File: config.mk
export PLATFORM = sky130hd
export DESIGN_NAME = diff_window_stats
export DESIGN_NICKNAME = d
export VERILOG_FILES = /design/src/rtl/diff_window_stats.sv
export SDC_FILE = /design/constraint.sdc
export NUM_CORES = 1
export LEC_CHECK = 0
export ABC_AREA = 1
export CAP_MARGIN = 20
export CORE_MARGIN = 2
export CORE_UTILIZATION = 64
export CTS_BUF_LIST = sky130_fd_sc_hd__clkbuf_2 sky130_fd_sc_hd__clkbuf_4 sky130_fd_sc_hd__clkbuf_8
export CTS_CLUSTER_DIAMETER = 150
export DETAILED_ROUTE_END_ITERATION = 7
export PLACE_DENSITY = 0.94
export SLEW_MARGIN = 20
export SYNTH_ARGS = -nofsm -noshare
export SYNTH_HDL_FRONTEND = slang
export SYNTH_SLANG_ARGS = --single-unit
File: constraint.sdc
create_clock -name clk -period 6.63 [get_ports clk]
set_input_delay 0.9945 -clock clk [delete_from_list [all_inputs] [get_ports clk]]
set_output_delay 0.9945 -clock clk [all_outputs]
set_load 0.05 [all_outputs]
File: src/rtl/diff_window_stats.sv
// Windowed statistics (sum, min, max, count) over signed difference samples.
// Collects up to 2**WIN_LOG2 samples, then holds the result until the consumer takes it.
module diff_window_stats #(
  parameter int WIDTH    = 32,
  parameter int WIN_LOG2 = 4
) (
  input  logic                         clk,
  input  logic                         reset,
  input  logic                         in_valid,
  input  logic [WIDTH-1:0]             in_diff,
  output logic                         in_ready,
  input  logic                         flush,
  output logic                         out_valid,
  input  logic                         out_ready,
  output logic [WIDTH+WIN_LOG2-1:0]    out_sum,
  output logic [WIDTH-1:0]             out_min,
  output logic [WIDTH-1:0]             out_max,
  output logic [WIN_LOG2:0]            out_count,
  output logic                         dbg_state
);

  // Handshakes: a transfer happens on a rising edge where valid and ready are
  // both 1; the producer holds data stable while valid=1 and ready=0.

  localparam int SW = WIDTH + WIN_LOG2;
  localparam logic [WIN_LOG2:0] WIN_N = {1'b1, {WIN_LOG2{1'b0}}};

  typedef enum logic {ACCUM = 1'b0, HOLD = 1'b1} state_t;

  state_t state, state_nxt;

  logic [WIN_LOG2:0] count, count_nxt;
  logic [SW-1:0]     sum, sum_nxt;
  logic [WIDTH-1:0]  min_q, min_nxt;
  logic [WIDTH-1:0]  max_q, max_nxt;
  logic [SW-1:0]     sample_ext;
  logic              accept;
  logic              close;

  assign accept     = in_valid && (state == ACCUM);
  assign sample_ext = {{WIN_LOG2{in_diff[WIDTH-1]}}, in_diff};

  always_comb begin
    count_nxt = count;
    sum_nxt   = sum;
    min_nxt   = min_q;
    max_nxt   = max_q;
    if (accept) begin
      count_nxt = count + {{WIN_LOG2{1'b0}}, 1'b1};
      sum_nxt   = sum + sample_ext;
      // The first sample of a window seeds both extremes.
      if (count == '0 || $signed(in_diff) < $signed(min_q)) min_nxt = in_diff;
      if (count == '0 || $signed(in_diff) > $signed(max_q)) max_nxt = in_diff;
    end
  end

  assign close = (state == ACCUM) &&
                 ((accept && count_nxt == WIN_N) || (flush && (count != '0 || accept)));

  // State register
  always_ff @(posedge clk) begin
    if (reset) state <= ACCUM;
    else       state <= state_nxt;
  end

  // Next-state logic
  always_comb begin
    state_nxt = state;
    case (state)
      ACCUM:   if (close) state_nxt = HOLD;
      HOLD:    if (out_ready) state_nxt = ACCUM;
      default: state_nxt = ACCUM;
    endcase
  end

  // Output logic
  always_comb begin
    in_ready  = (state == ACCUM);
    out_valid = (state == HOLD);
    dbg_state = state;
  end

  always_ff @(posedge clk) begin
    if (reset) begin
      count     <= '0;
      sum       <= '0;
      min_q     <= '0;
      max_q     <= '0;
      out_sum   <= '0;
      out_min   <= '0;
      out_max   <= '0;
      out_count <= '0;
    end else begin
      if (state == HOLD) begin
        if (out_ready) begin
          count <= '0;
          sum   <= '0;
          min_q <= '0;
          max_q <= '0;
        end
      end else begin
        count <= count_nxt;
        sum   <= sum_nxt;
        min_q <= min_nxt;
        max_q <= max_nxt;
      end
      if (close) begin
        out_sum   <= sum_nxt;
        out_min   <= min_nxt;
        out_max   <= max_nxt;
        out_count <= count_nxt;
      end
    end
  end

endmodule

Word level (Yosys, flattened, before mapping)
Index checks and enable logic that the tools add are counted.

Bits in registers: 211. Bits of input ports: 37. Output and inout port bits: 108. Logic and storage cells: 42.

Add/subtract/negate cells: 2. Order comparisons: 2. Equal/unequal tests: 2. Muxes and demuxes: 16. Bitwise operators: 1. Reduce and logical (&&, ||, !) cells: 10.

Operators with widths (number): two-way mux 32 bit (7); two-way mux 36 bit (3); adder 36 bit (1); > comparator 32 bit (1); less-than comparator 32 bit (1); two-way mux 5 bit (3); adder 5 x 1 -> 5 bit (second input constant) (1); equality test 5 bit (second input constant) (1); zero test 5 bit (1); nonzero test 5 bit (1); logical AND 1 bit (4); logical OR 1 bit (4); two-way mux 1 bit (2); != test 2 bit (second input constant) (1); case mux 1 bit (2 select lines) (1); NOT 1 bit (1).

Depth between registers and ports, before layout
Gate-level depths: netlist (run 1).

Depth in word-level cells: 9. Depth in mapped cells: 24. Gate-level depth less buffers: 23.

Worst setup path before layout (run 1)
OpenSTA, ideal clock, no wires.

Path type: input-to-reg. Start point: in in_diff[0]. End point: reg sum[24]. Setup time: 0.132 ns. Arrival time: 2.797 ns. Required time: 6.498 ns. Slack: 3.701 ns. Cell stages on the path: 15. Buffers on the path: 0. Path through: ha_1 > inv_1 > fa_1 > o21ai_1 > a21oi_1 > o21ai_1 > nand2_1 > nand2_1 > nand2_1 > nand2_1 > nand2_1 > nand2_1 > nand2_1 > nand3_1 > a21oi_1.

Cells in the longest elaborated chain, start to end: 3.

RTL lines: start, declared (RTL line 10) `input logic [WIDTH-1:0] in_diff,`; adder 36 bit (RTL line 50) `sum_nxt = sum + sample_ext;`; two-way mux 36 bit (RTL line 48) `if (accept) begin`; two-way mux 36 bit (RTL line 94) `if (state == HOLD) begin`; end signal, assigned (RTL line 103) `sum <= sum_nxt;`; end, declared (RTL line 33) `logic [SW-1:0] sum, sum_nxt;`.

No other way between the ends. A chain may end at the register's enable or synchronous reset.

Worst setup path in the final report (run 1)
Start point: in in_valid. End point: reg out_min[1].

Cells in the longest elaborated chain, start to end: 6. Elaborated cells between the ends (all ways): 9. Those cells by class: eq/ne (1); mux (2); reduce/logical (6).

RTL lines: start, declared (RTL line 9) `input logic in_valid,`; logical AND 1 bit * (RTL line 40) `assign accept = in_valid && (state == ACCUM);`; two-way mux 5 bit (RTL line 48); equality test 5 bit (RTL line 58) `((accept && count_nxt == WIN_N) || (flush && (count != '0 || accept)));`; logical AND 1 bit (RTL line 58); logical OR 1 bit (RTL line 58); logical AND 1 bit (RTL line 57) `assign close = (state == ACCUM) &&`; end signal, assigned (RTL line 109) `out_min <= min_nxt;`; end, declared (RTL line 16) `output logic [WIDTH-1:0] out_min,`.

Mark *: on every way between the ends. The rest lies on a longest branch, timed or not.

==> results of run 1 <==
==> synthesized netlist by cell type (15+ instances only) <==
library cell | number | area (sq um)
nand2_1 | 618 | 2320
inv_1 | 230 | 863
nor2_1 | 221 | 830
dfxtp_1 | 211 | 4220
a21oi_1 | 206 | 1030
nand3_1 | 174 | 871
ha_1 | 100 | 1250
o21ai_0 | 73 | 365
clkbuf_1 | 53 | 199
buf_2 | 23 | 115
or2_2 | 20 | 125
xor2_1 | 15 | 131
==> metrics by stage <==
step / worst slack [ns] / instances / instance area, sq um
floorplan: 3.70 / 2056 / 13100
global placement: 2.13 / 2389 / 14600
detailed placement: 1.89 / 2389 / 14600
CTS: 2.39 / 2450 / 15400
global route: 1.96 / 2450 / 15400
finish: 2.23 / 2450 / 15400
==> area by class of cell <==
cell class | count | area, sq um | area share, %
multi-input combinational | 1517 | 7610 | 49.5
clock inverter | 3 | 46.3 | 0.301
timing repair buffer | 158 | 1560 | 10.1
clock buffer | 58 | 711 | 4.63
tap | 270 | 338 | 2.20
sequential | 211 | 4220 | 27.5
inverter | 233 | 880 | 5.72
==> kinds of logic after synthesis <==
logic type / synth area share [%]
xor+xnor: 1.80
simple gates: 33.5
compound gates: 12.9
flops: 32.2
buf+inv: 9.96
fa+ha+maj: 9.68
==> power groups by stage <==
stage | logic, mW | clock network, mW | registers [mW]
3_3_place_gp | 1.64 | 0 | 1.55
2_1_floorplan | 0.959 | 0 | 1.81
3_5_place_dp | 1.68 | 0 | 1.56
6_report | 1.73 | 1.25 | 1.54
4_1_cts | 1.70 | 1.26 | 1.53
5_1_grt | 1.89 | 1.31 | 1.55
==> critical path, delay by kind of cell <==
family                    cells  cell delay [ns]
AOI/OAI and AO/OA             1             0.15
xor gates and xnor gates      1             0.29
buffers and inverters         5             2.22
and+or+nand+nor               7             1.15
==> cells in the final DEF (no fill, tap or decap), types with 5 or more instances in the layout <==
| cell type | n |
|---|---|
| o21ai_0 | 73 |
| nor2_1 | 220 |
| o211ai_1 | 6 |
| clkbuf_8 | 44 |
| nand4_1 | 9 |
| xnor2_1 | 12 |
| inv_1 | 230 |
| a211oi_2 | 5 |
| dfxtp_1 | 211 |
| ha_1 | 100 |
| xor2_1 | 15 |
| o21ai_1 | 5 |
| buf_4 | 14 |
| or2_2 | 20 |
| nand3_1 | 174 |
| clkbuf_4 | 14 |
| a21oi_1 | 206 |
| nand2_1 | 618 |
| nor3_1 | 9 |
| nand3b_1 | 7 |
| o21a_1 | 8 |
| clkdlybuf4s50_1 | 143 |
==> registers in the layout, indices dropped and copies added (netlist names) <==
register   cells
out_sum       36
out_min       32
dbg_state      1
out_count      5
sum           36
max_q         32
count          5
out_max       32
min_q         32
==> per-layer routing <==
layer	track usage [%]	share of wire (%)	vias to the layer above	wire (um)
met5	0	0	-	0
met4	15.3	4.0	0	1590
met3	5.03	7.5	117	2960
met2	60.9	48	676	18800
met1	44.4	41	6362	16200
li1	-	-	6767	-
==> worst min-delay path by stage <==
stage,to,start,depth (start not counted),slack [ns]
2_1_floorplan,count[4],count[4],2,0.45
3_3_place_gp,min_q[3],min_q[3],2,0.45
3_5_place_dp,min_q[27],min_q[27],2,0.46
4_1_cts,max_q[21],max_q[21],2,0.46
5_1_grt,max_q[20],max_q[20],2,0.48
6_report,min_q[11],min_q[11],2,0.47
==> results.py, run 1 <==
metrics = {
    "drt": {
        "dr.pass1.iters": 6,
        "wl_mm": 39.6,
        "vias_per_cell": 5.68,
        "final_antenna_net_count": 0,
        "num_vias": 13900,
        "drcViolationCount": 0,
        "drt_iter0_markers": 1173,
        "post_drt_wl_per_cell_um": 16.1,
    },
    "global_route": {
        "gr-total-overflow": 0,
        "grt_pass1_wl_mm": 62.9,
        "grt_pass1_vias": 13100,
        "grt_use_total_pct": 35.4,
        "grt_start_max_net_pins": 86,
        "grt_antenna_before_repair": 0,
    },
    "clock_tree": {
        "postCtsResizedCells": 0,
        "cts_hold_buffers": 0,
        "cts.sinks": 211,
        "clock_latency_ns": 0.54,
        "cts_tree": "built",
        "clk_pin_slew_ns": 0.06,
        "ctsHtreeMaxLevel": 2,
        "cts_root_buffer": "clkbuf_8",
        "cts_buffers": 36,
        "clk_path_buf_depth": 3,
        "post_cts_buffers": 0,
    },
    "pwr": {
        "powerDensity_mw_per_mm2": 294,
        "vdd_drop_max_mv": 0.198,
        "total_power_mw": 4.52,
        "clockPowerShare_pct": 27.8,
        "seqPwrFrac_pct": 34.0,
        "comb_power_share_pct": 38.2,
        "p_int_mw": 2.72,
        "p_sw_share_pct": 39.9,
        "p_sw_mw": 1.80,
        "p_leak_nw": 7.36,
    },
    "timing": {
        "finClkSkew_ns": 0.0173,
        "holdWs_ns": 0.466,
        "maxSlewViolCount": 0,
        "hold_viol": 0,
        "finalSetupTns_ns": 0,
        "fin_crit_sh_pct": 66.3,
        "fin_crit_ns": 4.40,
        "worstMarginPinSlew_ns": 0.932,
        "rsz0062_at_grt": "no",
        "maxSlewHeadroom_pct": 37.9,
        "setup_viol": 0,
        "clock.fmax_mhz": 227,
    },
    "floorplanning": {
        "fp.dieW_um": 147,
        "die_area_sq_mm": 0.0217,
        "coreArea_sq_mm": 0.0202,
        "die_h_um": 147,
        "rows": 52,
        "initial_utilization_pct": 65.1,
        "ioPinCount": 145,
    },
    "critical_path": {
        "worstPathCellList": "clkdlybuf4s50_1 -> nand2_2 -> inv_2 -> nand4_1 -> xor2_1 -> nand2_1 -> o21ai_1 -> nand2_2 -> inv_6 -> buf_4 -> nor2_1 -> nor2_1 -> nand2_1 -> inv_1",
        "r2r_cells": 15,
        "cpMaxStageDelayCell": "inv_2",
        "cp.required_ns": 7.12,
        "cp-endpoint": "out_min[1]",
        "r2r-end": "out_min[1]",
        "cp-start-kind": "input port",
        "cp_max_fo": 79,
        "r2r_setup_slack_ns": 2.27,
        "arrival_ns": 4.89,
        "r2r_start": "dbg_state",
        "startpoint": "in_valid",
        "cp-end-kind": "flip-flop",
        "critPathKind": "in -> reg",
        "max_stage_delay_ns": 0.63,
    },
    "synth": {
        "yosys_register_bits": 211,
        "yosys.cell_types.count": 41,
        "post_synth_inst_count": 2056,
        "syn-mean-instance-area_sq_um": 6.39,
        "yosysSeqAreaShare_pct": 32.2,
        "synthFlopType": "dfxtp_1",
        "synth_edf_count": 0,
        "syn_area_sq_mm": 0.0131,
        "async_reset_ff_share_pct": 0,
        "synth_nets": 2194,
        "synth_warnings": 0,
    },
    "final_layout": {
        "fin_util_pct": 76.2,
        "nFillCells": 1548,
        "nNetsFinal": 2295,
        "drive_gt1_share_pct": 5.14,
        "antenna_cells": 0,
        "syn2layout_area_growth_pct": 17.0,
    },
    "run": {
        "maxCapViolCount": 0,
    },
    "place": {
        "gp_congestion": 0.968,
        "io_buffers": 144,
        "hpwl_mm": 28.0,
    },
    "run_status": {
        "status": "finished, final reports clean",
    },
    "hold_path": {
        "min_path_type": "reg -> reg",
    },
}
Note: power is estimated with default switching activity, not from simulation.
==> inputs of run 2 (changes only) <==
- CORE_UTILIZATION: 64 -> 59
- PLACE_DENSITY: 0.94 -> 0.88
- clock period: 6.63 -> 4.4 ns (I/O delays scaled with it)
==> run 2 against run 1 <==
Effect of this change:
- clock-buffer cell count unchanged
- total power grew 52%
- die area increased by 8.2%
- non-clock buffer count up 6
==> results.py, run 2 (synthesis results as in run 1) <==
metrics = {
    "drt": {
        "dr.pass1.iters": 6,
        "final_antenna_net_count": 0,
        "drcViolationCount": 0,
        "wl_mm": 39.5,
        "post_drt_wl_per_cell_um": 16.0,
        "drt_iter0_markers": 1330,
        "vias_per_cell": 5.59,
        "num_vias": 13800,
    },
    "floorplanning": {
        "initial_utilization_pct": 60.2,
        "coreArea_sq_mm": 0.0218,
        "rows": 54,
        "die_area_sq_mm": 0.0235,
        "ioPinCount": 145,
        "die_h_um": 153,
        "fp.dieW_um": 153,
    },
    "critical_path": {
        "critPathKind": "in -> reg",
        "cp_max_fo": 21,
        "cp-start-kind": "input port",
        "cp-end-kind": "flip-flop",
        "startpoint": "in_diff[31]",
        "cp.required_ns": 4.84,
        "max_stage_delay_ns": 0.61,
        "cpMaxStageDelayCell": "clkdlybuf4s50_1",
        "worstPathCellList": "clkdlybuf4s50_1 -> ha_1 -> a21oi_1 -> o21a_1 -> nand2_1 -> a21oi_1 -> nand2_1 -> nand2_1 -> nand2_1 -> nand2_1 -> nand2_1 -> nand2_1 -> buf_4 -> nand2_1 -> nand2_1 -> nand2_1 -> nand2_1 -> inv_1",
        "crit_top_cell": "nand2_1",
        "arrival_ns": 3.72,
        "r2r_start": "sum[0]",
    },
    "timing": {
        "maxSlewHeadroom_pct": 42.0,
        "fin_crit_ns": 3.28,
        "hold_viol": 0,
        "clock.fmax_mhz": 305,
        "setup_ws_ns": 1.12,
        "rsz0062_at_grt": "no",
        "finalSetupTns_ns": 0,
        "setup_viol": 0,
        "worstMarginPinSlew_ns": 0.870,
        "fin_crit_sh_pct": 74.6,
        "finClkSkew_ns": 0.0186,
        "maxSlewViolCount": 0,
    },
    "final_layout": {
        "syn2layout_area_growth_pct": 18.0,
        "antenna_cells": 0,
        "final_common_cell": "nand2_1",
        "nNetsFinal": 2303,
        "reg.largest.list": "out_sum (36), sum (36)",
        "final_cell_mix": "618 x nand2_1, 230 x inv_1, 220 x nor2_1",
        "drive_gt1_share_pct": 5.57,
        "stdcell_area_sq_mm": 0.0155,
        "fin_cells": 2470,
    },
    "hold_path": {
        "min_from": "out_sum[5]",
        "min_path_type": "reg -> reg",
    },
    "global_route": {
        "grt_use_total_pct": 32.5,
        "grt_antenna_before_repair": 0,
        "grt_pass1_vias": 12900,
        "grt_start_max_net_pins": 142,
        "grt_pass1_wl_mm": 63.2,
        "gr-total-overflow": 0,
    },
    "pwr": {
        "vdd_drop_max_mv": 0.262,
        "p_leak_nw": 7.43,
        "powerDensity_mw_per_mm2": 445,
        "total_power_mw": 6.89,
    },
    "clock_tree": {
        "clk_pin_slew_ns": 0.06,
        "cts_root_buffer": "clkbuf_8",
        "post_cts_buffers": 0,
        "postCtsResizedCells": 0,
        "cts_hold_buffers": 0,
        "clk_path_buf_depth": 3,
        "cts.sinks": 211,
        "clock_latency_ns": 0.55,
        "cts_tree": "built",
        "cts_buffers": 38,
        "ctsHtreeMaxLevel": 2,
    },
    "place": {
        "post-place-cells": 2405,
        "gp_congestion": 1.00,
        "dpl_worst_slack_ns": 0.666,
        "io_buffers": 144,
        "placedInstanceArea_sq_mm": 0.0147,
        "hpwl_mm": 28.6,
    },
    "run": {
        "maxCapViolCount": 0,
    },
    "run_status": {
        "status": "finished, final reports clean",
    },
}
[run 2: cell count changes in the layout (fill, tap and decap cells not counted)]
cell	before	now
buf_12	1	4
buf_4	14	17
clkbuf_4	14	11
clkbuf_8	44	47
clkinv_2	0	5
clkinvlp_4	1	0
inv_2	2	1
inv_6	2	3
[run 2: worst max-delay path, delay by kind of cell]
| kind | cells | cell delay [ns] |
|---|---|---|
| buffers and inverters | 3 | 0.95 |
| adders and majority gates | 1 | 0.47 |
| AOI/OAI and AO/OA | 3 | 0.58 |
| and+or+nand+nor | 11 | 1.05 |
[run 2: area by class of cell]
type                    instances  area [sq um]
multi-input cells            1517          7610
fillers                      1820          6320
flip-flops and latches        211          4220
repair buffers                164          1640
inverters                     233           881
clock buffers                  58           729
well taps                     280           350
clock inverters                 7          67.6
[run 2: worst paths after layout]
| check | slack [ns] | end | cells past startpoint |
|---|---|---|---|
| max | 1.12 | out_max[11] | 18 |
| min reg2reg | 0.46 | out_sum[5] | 2 |
| max reg2reg | 1.48 | out_sum[32] | 15 |
| min | 0.46 | out_sum[5] | 2 |
[run 2: power breakdown]
part | switching [mW] | total [mW] | internal [mW]
Combinational | 1.73 | 2.59 | 0.866
Clock | 0.856 | 1.97 | 1.12
Sequential | 0.161 | 2.32 | 2.16
Total | 2.74 | 6.89 | 4.15
[run 2: per-layer routing]
metal,global-route usage (%),up-vias,part of all wire (%)
met4,14.3,0,4.9
met5,0,-,0
li1,-,6782,-
met3,5.42,126,8.1
met1,41.7,6282,41
met2,53.8,609,46
[run 2: stage by stage]
step / hold WS [ns] / utilization [%]
floorplan: 0.445 / -
global placement: 0.452 / 67.4
detailed placement: 0.455 / 67.4
CTS: 0.464 / 71.0
global route: 0.479 / 71.0
finish: 0.463 / 71.0
